$ cat src/rtl/serial_magnitude_comparator_pkg.sv
// ---------------------------------------------------------------------------
// comparator_pkg
//   Shared definitions for the serial magnitude comparator:
//     - FSM state encoding (IDLE / COMPARE)
//     - num_digits()  : number of DIGIT-wide slices in a WIDTH-bit operand
//     - index_width() : bit width needed to index those slices
// ---------------------------------------------------------------------------
package comparator_pkg;

  // FSM state encoding
  localparam logic [0:0] ST_IDLE    = 1'b0;
  localparam logic [0:0] ST_COMPARE = 1'b1;

  // Number of slices walked per comparison. A non-positive digit is
  // rejected at elaboration by the top; returning 1 here only keeps
  // the arithmetic well defined until that check fires.
  function automatic int num_digits(input int width, input int digit);
    if (digit > 0) begin
      return width / digit;
    end
    return 1;
  endfunction

  // Width of the slice index. A single-slice comparator still gets a
  // one-bit index so the register never collapses to zero width.
  function automatic int index_width(input int n);
    if (n > 1) begin
      return $clog2(n);
    end
    return 1;
  endfunction

endpackage

$ cat src/rtl/serial_magnitude_comparator_if.sv
// ---------------------------------------------------------------------------
// serial_magnitude_comparator_if
//   Request / result bundle of the serial magnitude comparator.
//     start            : request to begin a comparison
//     signed_mode      : 1 = two's-complement compare, 0 = unsigned
//     a, b             : operands, WIDTH bits each
//     busy             : comparison in progress
//     done             : one-cycle completion pulse
//     a_equals_b       : registered result a == b
//     a_less_than_b    : registered result a <  b
//     a_greater_than_b : registered result a >  b
//   master = requester side, slave = comparator side.
// ---------------------------------------------------------------------------
interface serial_magnitude_comparator_if #(
  parameter int WIDTH = 16
) ();

  logic             start;
  logic             signed_mode;
  logic [WIDTH-1:0] a;
  logic [WIDTH-1:0] b;
  logic             busy;
  logic             done;
  logic             a_equals_b;
  logic             a_less_than_b;
  logic             a_greater_than_b;

  modport master (
    output start,
    output signed_mode,
    output a,
    output b,
    input  busy,
    input  done,
    input  a_equals_b,
    input  a_less_than_b,
    input  a_greater_than_b
  );

  modport slave (
    input  start,
    input  signed_mode,
    input  a,
    input  b,
    output busy,
    output done,
    output a_equals_b,
    output a_less_than_b,
    output a_greater_than_b
  );

endinterface

$ cat src/rtl/serial_magnitude_comparator_digit_compare.sv
// ---------------------------------------------------------------------------
// digit_compare
//   Purely combinational unsigned compare of one DIGIT-wide slice.
//     a, b : slice operands (DIGIT bits)
//     gt   : a > b
//     lt   : a < b
//   Equality is implied when neither gt nor lt is set.
// ---------------------------------------------------------------------------
module digit_compare #(
  parameter int DIGIT = 4
) (
  input  logic [DIGIT-1:0] a,
  input  logic [DIGIT-1:0] b,
  output logic             gt,
  output logic             lt
);

  assign gt = (a > b);
  assign lt = (a < b);

endmodule

$ cat src/rtl/serial_magnitude_comparator.sv
// ---------------------------------------------------------------------------
// serial_magnitude_comparator
//   Compares two WIDTH-bit operands DIGIT bits per cycle, most significant
//   slice first, and exits as soon as a slice differs.
//     clk : rising-edge clock for all state
//     rst : synchronous active-high reset (clears state and result flags)
//     bus : serial_magnitude_comparator_if slave modport
//           (start / signed_mode / a / b in; busy / done / flags out)
//   Latency from the accepting edge: i+1 cycles when slice i is the first
//   difference, NUM_DIGITS cycles when the operands are equal.
// ---------------------------------------------------------------------------
module serial_magnitude_comparator
  import comparator_pkg::*;
#(
  parameter int WIDTH = 16,
  parameter int DIGIT = 4
) (
  input logic                          clk,
  input logic                          rst,
  serial_magnitude_comparator_if.slave bus
);

  localparam int NUM_DIGITS = num_digits(WIDTH, DIGIT);
  localparam int IDX_W      = index_width(NUM_DIGITS);
  localparam logic [IDX_W-1:0] LAST_IDX = IDX_W'(NUM_DIGITS - 1);

  if ((DIGIT < 1) || ((WIDTH % DIGIT) != 0)) begin : g_bad_params
    $error("serial_magnitude_comparator: WIDTH must be a positive multiple of DIGIT");
  end

  logic [0:0]       state;
  logic [IDX_W-1:0] slice_idx;
  logic [WIDTH-1:0] cap_a;
  logic [WIDTH-1:0] cap_b;
  logic             cap_signed;

  logic             done_q;
  logic             eq_q;
  logic             lt_q;
  logic             gt_q;

  logic [WIDTH-1:0] adj_a;
  logic [WIDTH-1:0] adj_b;
  logic [WIDTH-1:0] shift_a;
  logic [WIDTH-1:0] shift_b;
  logic [DIGIT-1:0] slice_a;
  logic [DIGIT-1:0] slice_b;
  logic             slice_gt;
  logic             slice_lt;

  // Flipping the sign bit maps two's-complement ordering onto unsigned
  // ordering. The sign bit only lives in the MSB slice, so the flip is
  // applied to the whole captured word and lower slices are unaffected.
  // The current slice is brought to the top by a left shift, which keeps
  // the selection a simple constant part-select.
  always_comb begin
    adj_a            = cap_a;
    adj_b            = cap_b;
    adj_a[WIDTH-1]   = cap_a[WIDTH-1] ^ cap_signed;
    adj_b[WIDTH-1]   = cap_b[WIDTH-1] ^ cap_signed;
    shift_a          = adj_a << (DIGIT * int'(slice_idx));
    shift_b          = adj_b << (DIGIT * int'(slice_idx));
    slice_a          = shift_a[WIDTH-1 -: DIGIT];
    slice_b          = shift_b[WIDTH-1 -: DIGIT];
  end

  digit_compare #(
    .DIGIT (DIGIT)
  ) u_digit_compare (
    .a  (slice_a),
    .b  (slice_b),
    .gt (slice_gt),
    .lt (slice_lt)
  );

  // Operands are only captured on acceptance in IDLE, so activity on the
  // bus while busy cannot disturb a comparison in flight. Result flags
  // are written only together with done, so the previous result stays
  // visible until the next comparison completes. Reset clears the flags
  // so that no stale result is reported after an abort.
  always_ff @(posedge clk) begin
    if (rst) begin
      state     <= ST_IDLE;
      slice_idx <= '0;
      done_q    <= 1'b0;
      eq_q      <= 1'b0;
      lt_q      <= 1'b0;
      gt_q      <= 1'b0;
    end else begin
      done_q <= 1'b0;
      case (state)
        ST_IDLE: begin
          if (bus.start) begin
            cap_a      <= bus.a;
            cap_b      <= bus.b;
            cap_signed <= bus.signed_mode;
            slice_idx  <= '0;
            state      <= ST_COMPARE;
          end
        end
        ST_COMPARE: begin
          if (slice_gt || slice_lt) begin
            gt_q   <= slice_gt;
            lt_q   <= slice_lt;
            eq_q   <= 1'b0;
            done_q <= 1'b1;
            state  <= ST_IDLE;
          end else if (slice_idx == LAST_IDX) begin
            gt_q   <= 1'b0;
            lt_q   <= 1'b0;
            eq_q   <= 1'b1;
            done_q <= 1'b1;
            state  <= ST_IDLE;
          end else begin
            slice_idx <= slice_idx + IDX_W'(1);
          end
        end
        default: begin
          state <= ST_IDLE;
        end
      endcase
    end
  end

  assign bus.busy             = (state == ST_COMPARE);
  assign bus.done             = done_q;
  assign bus.a_equals_b       = eq_q;
  assign bus.a_less_than_b    = lt_q;
  assign bus.a_greater_than_b = gt_q;

endmodule

$ cat src/flat_wrapper.sv
// flat-port wrapper written by rule: the top's interface ports become plain ports
module serial_magnitude_comparator_flat import comparator_pkg::*;
#(
  parameter int WIDTH = 16,
  parameter int DIGIT = 4
)
  (clk, rst, bus_start, bus_signed_mode, bus_a, bus_b, bus_busy, bus_done, bus_a_equals_b, bus_a_less_than_b, bus_a_greater_than_b);
  serial_magnitude_comparator_if #(.WIDTH(WIDTH)) bus_i ();
  input logic clk;
  input logic rst;
  input wire logic [$bits(bus_i.start)-1:0] bus_start;
  input wire logic [$bits(bus_i.signed_mode)-1:0] bus_signed_mode;
  input wire logic [$bits(bus_i.a)-1:0] bus_a;
  input wire logic [$bits(bus_i.b)-1:0] bus_b;
  output wire logic [$bits(bus_i.busy)-1:0] bus_busy;
  output wire logic [$bits(bus_i.done)-1:0] bus_done;
  output wire logic [$bits(bus_i.a_equals_b)-1:0] bus_a_equals_b;
  output wire logic [$bits(bus_i.a_less_than_b)-1:0] bus_a_less_than_b;
  output wire logic [$bits(bus_i.a_greater_than_b)-1:0] bus_a_greater_than_b;
  assign bus_i.start = bus_start;
  assign bus_i.signed_mode = bus_signed_mode;
  assign bus_i.a = bus_a;
  assign bus_i.b = bus_b;
  assign bus_busy = bus_i.busy;
  assign bus_done = bus_i.done;
  assign bus_a_equals_b = bus_i.a_equals_b;
  assign bus_a_less_than_b = bus_i.a_less_than_b;
  assign bus_a_greater_than_b = bus_i.a_greater_than_b;
  serial_magnitude_comparator #(.WIDTH(WIDTH), .DIGIT(DIGIT)) u_core (.clk(clk), .rst(rst), .bus(bus_i));
endmodule
$ cat config.mk
export PLATFORM = sky130hd
export DESIGN_NAME = serial_magnitude_comparator_flat
export DESIGN_NICKNAME = d
export VERILOG_FILES = /design/src/rtl/serial_magnitude_comparator_pkg.sv /design/src/rtl/serial_magnitude_comparator_if.sv /design/src/rtl/serial_magnitude_comparator_digit_compare.sv /design/src/rtl/serial_magnitude_comparator.sv /design/src/flat_wrapper.sv
export SDC_FILE = /design/constraint.sdc
export NUM_CORES = 1
export LEC_CHECK = 0
export ABC_CLOCK_PERIOD_IN_PS = 3200
export BUFFER_PORTS_ARGS = -buffer_cell sky130_fd_sc_hd__buf_2
export CAP_MARGIN = 10
export CORE_MARGIN = 5
export CORE_UTILIZATION = 35
export CTS_CLUSTER_SIZE = 14
export DETAILED_ROUTE_END_ITERATION = 10
export HOLD_SLACK_MARGIN = 0.05
export PLACE_DENSITY_LB_ADDON = 0.1
export REMOVE_ABC_BUFFERS = 1
export SLEW_MARGIN = 20
export SYNTH_ARGS = -nofsm -noshare
export SYNTH_HDL_FRONTEND = slang
export SYNTH_SLANG_ARGS = --single-unit
$ cat constraint.sdc
create_clock -name clk -period 3.2 [get_ports clk]
set_input_delay 0.96 -clock clk [delete_from_list [all_inputs] [get_ports clk]]
set_output_delay 0.96 -clock clk [all_outputs]
set_load 0.02 [all_outputs]
==> impl_metrics.xml <==
<?xml version="1.0" encoding="UTF-8"?>
<metrics>
  <group name="clocking">
    <metric name="tritoncts" unit="">yes</metric>
    <metric name="cts_resizes" unit="">0</metric>
    <metric name="cts_made_buffers" unit="">5</metric>
    <metric name="worst_setup_hold_path_clk_slew" unit="ns">0.07</metric>
    <metric name="clock_latency" unit="ns">0.28</metric>
    <metric name="h-tree-depth" unit="">2</metric>
    <metric name="max-clock-path-buffers" unit="">2</metric>
    <metric name="root_buffer" unit="">clkbuf_8</metric>
    <metric name="cts.repair_timing.setup_buffer_count" unit="">0</metric>
    <metric name="cts-hold-fix-buffers" unit="">0</metric>
    <metric name="cts_sinks" unit="">40</metric>
  </group>
  <group name="final_layout">
    <metric name="multi_input_area" unit="µm²">452</metric>
    <metric name="final_core_util" unit="">0.452</metric>
    <metric name="area_growth_syn_to_layout" unit="%">23.0</metric>
    <metric name="layoutNonFillerInstCount" unit="">192</metric>
    <metric name="diodes" unit="">0</metric>
    <metric name="final_common_cell" unit="">buf_2</metric>
    <metric name="final_cell_area" unit="µm²">2000</metric>
    <metric name="drive_gt1_frac" unit="">0.436</metric>
    <metric name="highest_count_cells_in_the_layout_ignoring_fill_and_taps" unit="">40 x buf_2, 33 x edfxtp_1, 8 x mux4_2</metric>
    <metric name="fillerInstances" unit="">413</metric>
    <metric name="final_net_count" unit="">180</metric>
    <metric name="sequential_cell_area" unit="µm²">1130</metric>
  </group>
  <group name="worst_hold_path">
    <metric name="hold_start" unit="">u_core.bus.a_less_than_b</metric>
    <metric name="worst_min_delay_path_category" unit="">reg -&gt; reg</metric>
  </group>
  <group name="routing">
    <metric name="drt_first_pass_iters" unit="">4</metric>
    <metric name="final_antenna_net_count" unit="">0</metric>
    <metric name="total_wirelength" unit="µm">2800</metric>
    <metric name="drc" unit="">0</metric>
    <metric name="detail_route.vias_per_cell" unit="">4.85</metric>
    <metric name="first_iter_violations" unit="">53</metric>
    <metric name="dr_total_vias" unit="">931</metric>
    <metric name="post_drt_wl_per_cell" unit="µm">14.6</metric>
  </group>
  <group name="pwr">
    <metric name="ir_worst_vdd" unit="V">0.000225</metric>
    <metric name="power_switching" unit="mW">0.213</metric>
    <metric name="cell_internal_pwr" unit="mW">0.858</metric>
    <metric name="power-per-cell-area" unit="nW/µm²">536</metric>
    <metric name="power.share.clock" unit="">0.369</metric>
    <metric name="netSwitchingFraction" unit="">0.199</metric>
    <metric name="static-leakage-power" unit="nW">0.780</metric>
    <metric name="combinationalPowerShare" unit="">0.075</metric>
    <metric name="post-layout-total-power" unit="mW">1.07</metric>
    <metric name="sequentialPowerShare" unit="">0.556</metric>
  </group>
  <group name="placed_design">
    <metric name="buffers_on_ports" unit="">40</metric>
    <metric name="worst_setup_timing_slack_at_the_placement_stage" unit="ns">0.539</metric>
    <metric name="dpl.cell_count" unit="">184</metric>
    <metric name="gp_routability_congestion" unit="">0.695</metric>
    <metric name="placement.cell_area" unit="µm²">1890</metric>
    <metric name="hpwl" unit="µm">2120</metric>
  </group>
  <group name="global_routing">
    <metric name="grt_util_all_layers" unit="">0.101</metric>
    <metric name="grt_antenna_before_repair" unit="">0</metric>
    <metric name="pin_count_of_the_biggest_net_entering_global_routing" unit="">19</metric>
    <metric name="grt_first_pass_wirelength" unit="µm">4740</metric>
    <metric name="global_route.overflow_total" unit="">0</metric>
    <metric name="vias_in_the_first_global_route" unit="">1035</metric>
  </group>
  <group name="worst_setup_path">
    <metric name="critPathRequiredTime" unit="ns">3.38</metric>
    <metric name="critical-path-slowest-cell" unit="">dfxtp_1</metric>
    <metric name="cp_max_fo" unit="">11</metric>
    <metric name="timing.critical_path.buf_inv" unit="">0</metric>
    <metric name="critPathLaunch" unit="">u_core.slice_idx[0]</metric>
    <metric name="worst-endpoint-arrival" unit="ns">2.82</metric>
    <metric name="cpLargestDelayFamily" unit="">flip-flops</metric>
    <metric name="critical_path.max_stage_delay" unit="ns">0.73</metric>
    <metric name="worstPathCellList" unit="">mux4_2 -&gt; ha_1 -&gt; nand4_2 -&gt; a311oi_2 -&gt; nand2_1 -&gt; a41o_1</metric>
    <metric name="critPathCaptureType" unit="">flip-flop</metric>
    <metric name="timing_worst_setup_path_type" unit="">reg -&gt; reg</metric>
    <metric name="worstSetupStartpointType" unit="">flip-flop</metric>
    <metric name="worstReg2RegStart" unit="">u_core.slice_idx[0]</metric>
  </group>
  <group name="yosys">
    <metric name="synth_adder_area_share" unit="">0.0385</metric>
    <metric name="synth.avg_cell_area" unit="µm²">17.5</metric>
    <metric name="synth.area.mux_share" unit="">0.111</metric>
    <metric name="sequential_share_of_the_synthesized_area" unit="">0.696</metric>
    <metric name="post_synth_simple_gate_area" unit="">0.0431</metric>
    <metric name="synth-seq-cells" unit="">40</metric>
    <metric name="syn_area" unit="µm²">1620</metric>
    <metric name="synthCells" unit="">93</metric>
    <metric name="synth_top_family_by_area" unit="">multiplexers</metric>
    <metric name="synth_xor_xnor_area_share" unit="">0.0108</metric>
    <metric name="ys_warn_count" unit="">0</metric>
    <metric name="number_of_different_library_cells_in_the_post_synthesis_netlist" unit="">29</metric>
    <metric name="synth_compound_gate_area_share" unit="">0.0747</metric>
  </group>
  <group name="timing">
    <metric name="maxSlewHeadroom" unit="">0.578</metric>
    <metric name="fmaxAchievable" unit="GHz">0.379</metric>
    <metric name="timing_worst_slew_pin_value" unit="ns">0.632</metric>
    <metric name="fin_tns_setup" unit="ns">0</metric>
    <metric name="min_period" unit="ns">2.64</metric>
    <metric name="final-setup-viol-count" unit="">0</metric>
    <metric name="postLayoutSetupSlackWorst" unit="ns">0.561</metric>
    <metric name="grt_setup_unrepaired" unit="">false</metric>
    <metric name="final_min_period_over_clock_period" unit="">0.825</metric>
    <metric name="whs" unit="ns">0.453</metric>
    <metric name="finalHoldViolations" unit="">0</metric>
    <metric name="final-max-slew-violation-count" unit="">0</metric>
    <metric name="finalClockSkew" unit="ns">0.00537</metric>
  </group>
  <group name="floorplan">
    <metric name="core_region_area" unit="µm²">4410</metric>
    <metric name="initial_utilization" unit="">0.368</metric>
    <metric name="y_dimension_of_the_die" unit="µm">78.1</metric>
    <metric name="ios" unit="">41</metric>
    <metric name="num_rows" unit="">24</metric>
    <metric name="dieArea" unit="µm²">6100</metric>
    <metric name="die_width" unit="µm">78.1</metric>
  </group>
  <group name="job">
    <metric name="timing.max_cap.violations" unit="">0</metric>
  </group>
  <group name="outcome">
    <metric name="run_status" unit="">finished clean</metric>
  </group>
</metrics>
==> synthesized netlist by cell type <==
cell type | n | area (µm²)
a31oi_1 | 1 | 6.26
and4_1 | 1 | 8.76
a211o_1 | 1 | 8.76
o21a_1 | 1 | 7.51
a21oi_1 | 4 | 20.0
o22ai_1 | 1 | 6.26
mux4_2 | 8 | 180
o2111ai_1 | 1 | 8.76
a311oi_2 | 1 | 15.0
dfxtp_1 | 7 | 140
inv_1 | 6 | 22.5
o211ai_1 | 1 | 7.51
inv_2 | 1 | 3.75
o21ai_1 | 1 | 5.00
o31ai_1 | 1 | 7.51
and3_1 | 1 | 6.26
nand2_1 | 4 | 15.0
a41o_1 | 1 | 10.0
nor3_1 | 1 | 5.00
nand4_2 | 1 | 12.5
a311o_1 | 1 | 10.0
a21oi_2 | 1 | 8.76
and2_1 | 1 | 6.26
nand2b_1 | 2 | 12.5
xor2_1 | 2 | 17.5
ha_1 | 5 | 62.6
edfxtp_1 | 33 | 991
nor2_1 | 1 | 3.75
buf_2 | 3 | 15.0
==> power groups by stage <==
stage / logic (mW) / registers, mW / clock network [mW]
2_1_floorplan: 0.0410 / 0.611 / 0
4_1_cts: 0.0820 / 0.596 / 0.410
3_3_place_gp: 0.0801 / 0.608 / 0
3_5_place_dp: 0.0817 / 0.608 / 0
5_1_grt: 0.0904 / 0.599 / 0.429
6_report: 0.0802 / 0.596 / 0.395
==> registers in the layout, summed over array words and instances (netlist names) <==
signal and flops:
u_core.bus.a_equals_b 1, u_core.bus.a_greater_than_b 1, u_core.bus.a_less_than_b 1, u_core.bus.busy 1, u_core.bus.done 1, u_core.cap_a 16, u_core.cap_b 16, u_core.cap_signed 1
u_core.slice_idx 2
==> layout make-up <==
cell class,count,area share
clock buffers,6,0.0363
clock inverters,2,0.0175
inverters,7,0.0132
multi-input cells,43,0.226
flip-flops and latches,40,0.566
well taps,52,0.0326
repair buffers,42,0.108
==> kinds of logic (layout without fill, tap and decap cells) <==
family / Yosys count / after routing
flops: 40 / 40
compound gates: 16 / 16
simple gates: 12 / 12
buf+inv: 10 / 57
mux: 8 / 8
fa+ha+maj: 5 / 5
xor+xnor: 2 / 2
==> tightest hold or removal path: stages (launching register included) <==
cell and delay, ns:
dfxtp_1 0.31, nand2_1 0.05, a21oi_1 0.05
==> worst paths after layout <==
| path | to | slack [ns] | cells after the start |
|---|---|---|---|
| setup / recovery | u_core.slice_idx[1] | 0.56 | 6 |
| hold / removal | u_core.bus.a_less_than_b | 0.45 | 2 |
| setup reg to reg | u_core.slice_idx[1] | 0.56 | 6 |
| hold reg to reg | u_core.bus.a_less_than_b | 0.45 | 2 |
==> layer usage <==
layer | wire length, µm | part of all wire | GRT usage | vias to the layer above
li1 | - | - | - | 459
met1 | 1180 | 0.42 | 0.112 | 438
met2 | 1350 | 0.48 | 0.166 | 29
met3 | 221 | 0.079 | 0.0423 | 5
met4 | 52 | 0.019 | 0.0507 | 0
met5 | 0 | 0 | 0 | -
(Power assumes the default switching activity.)
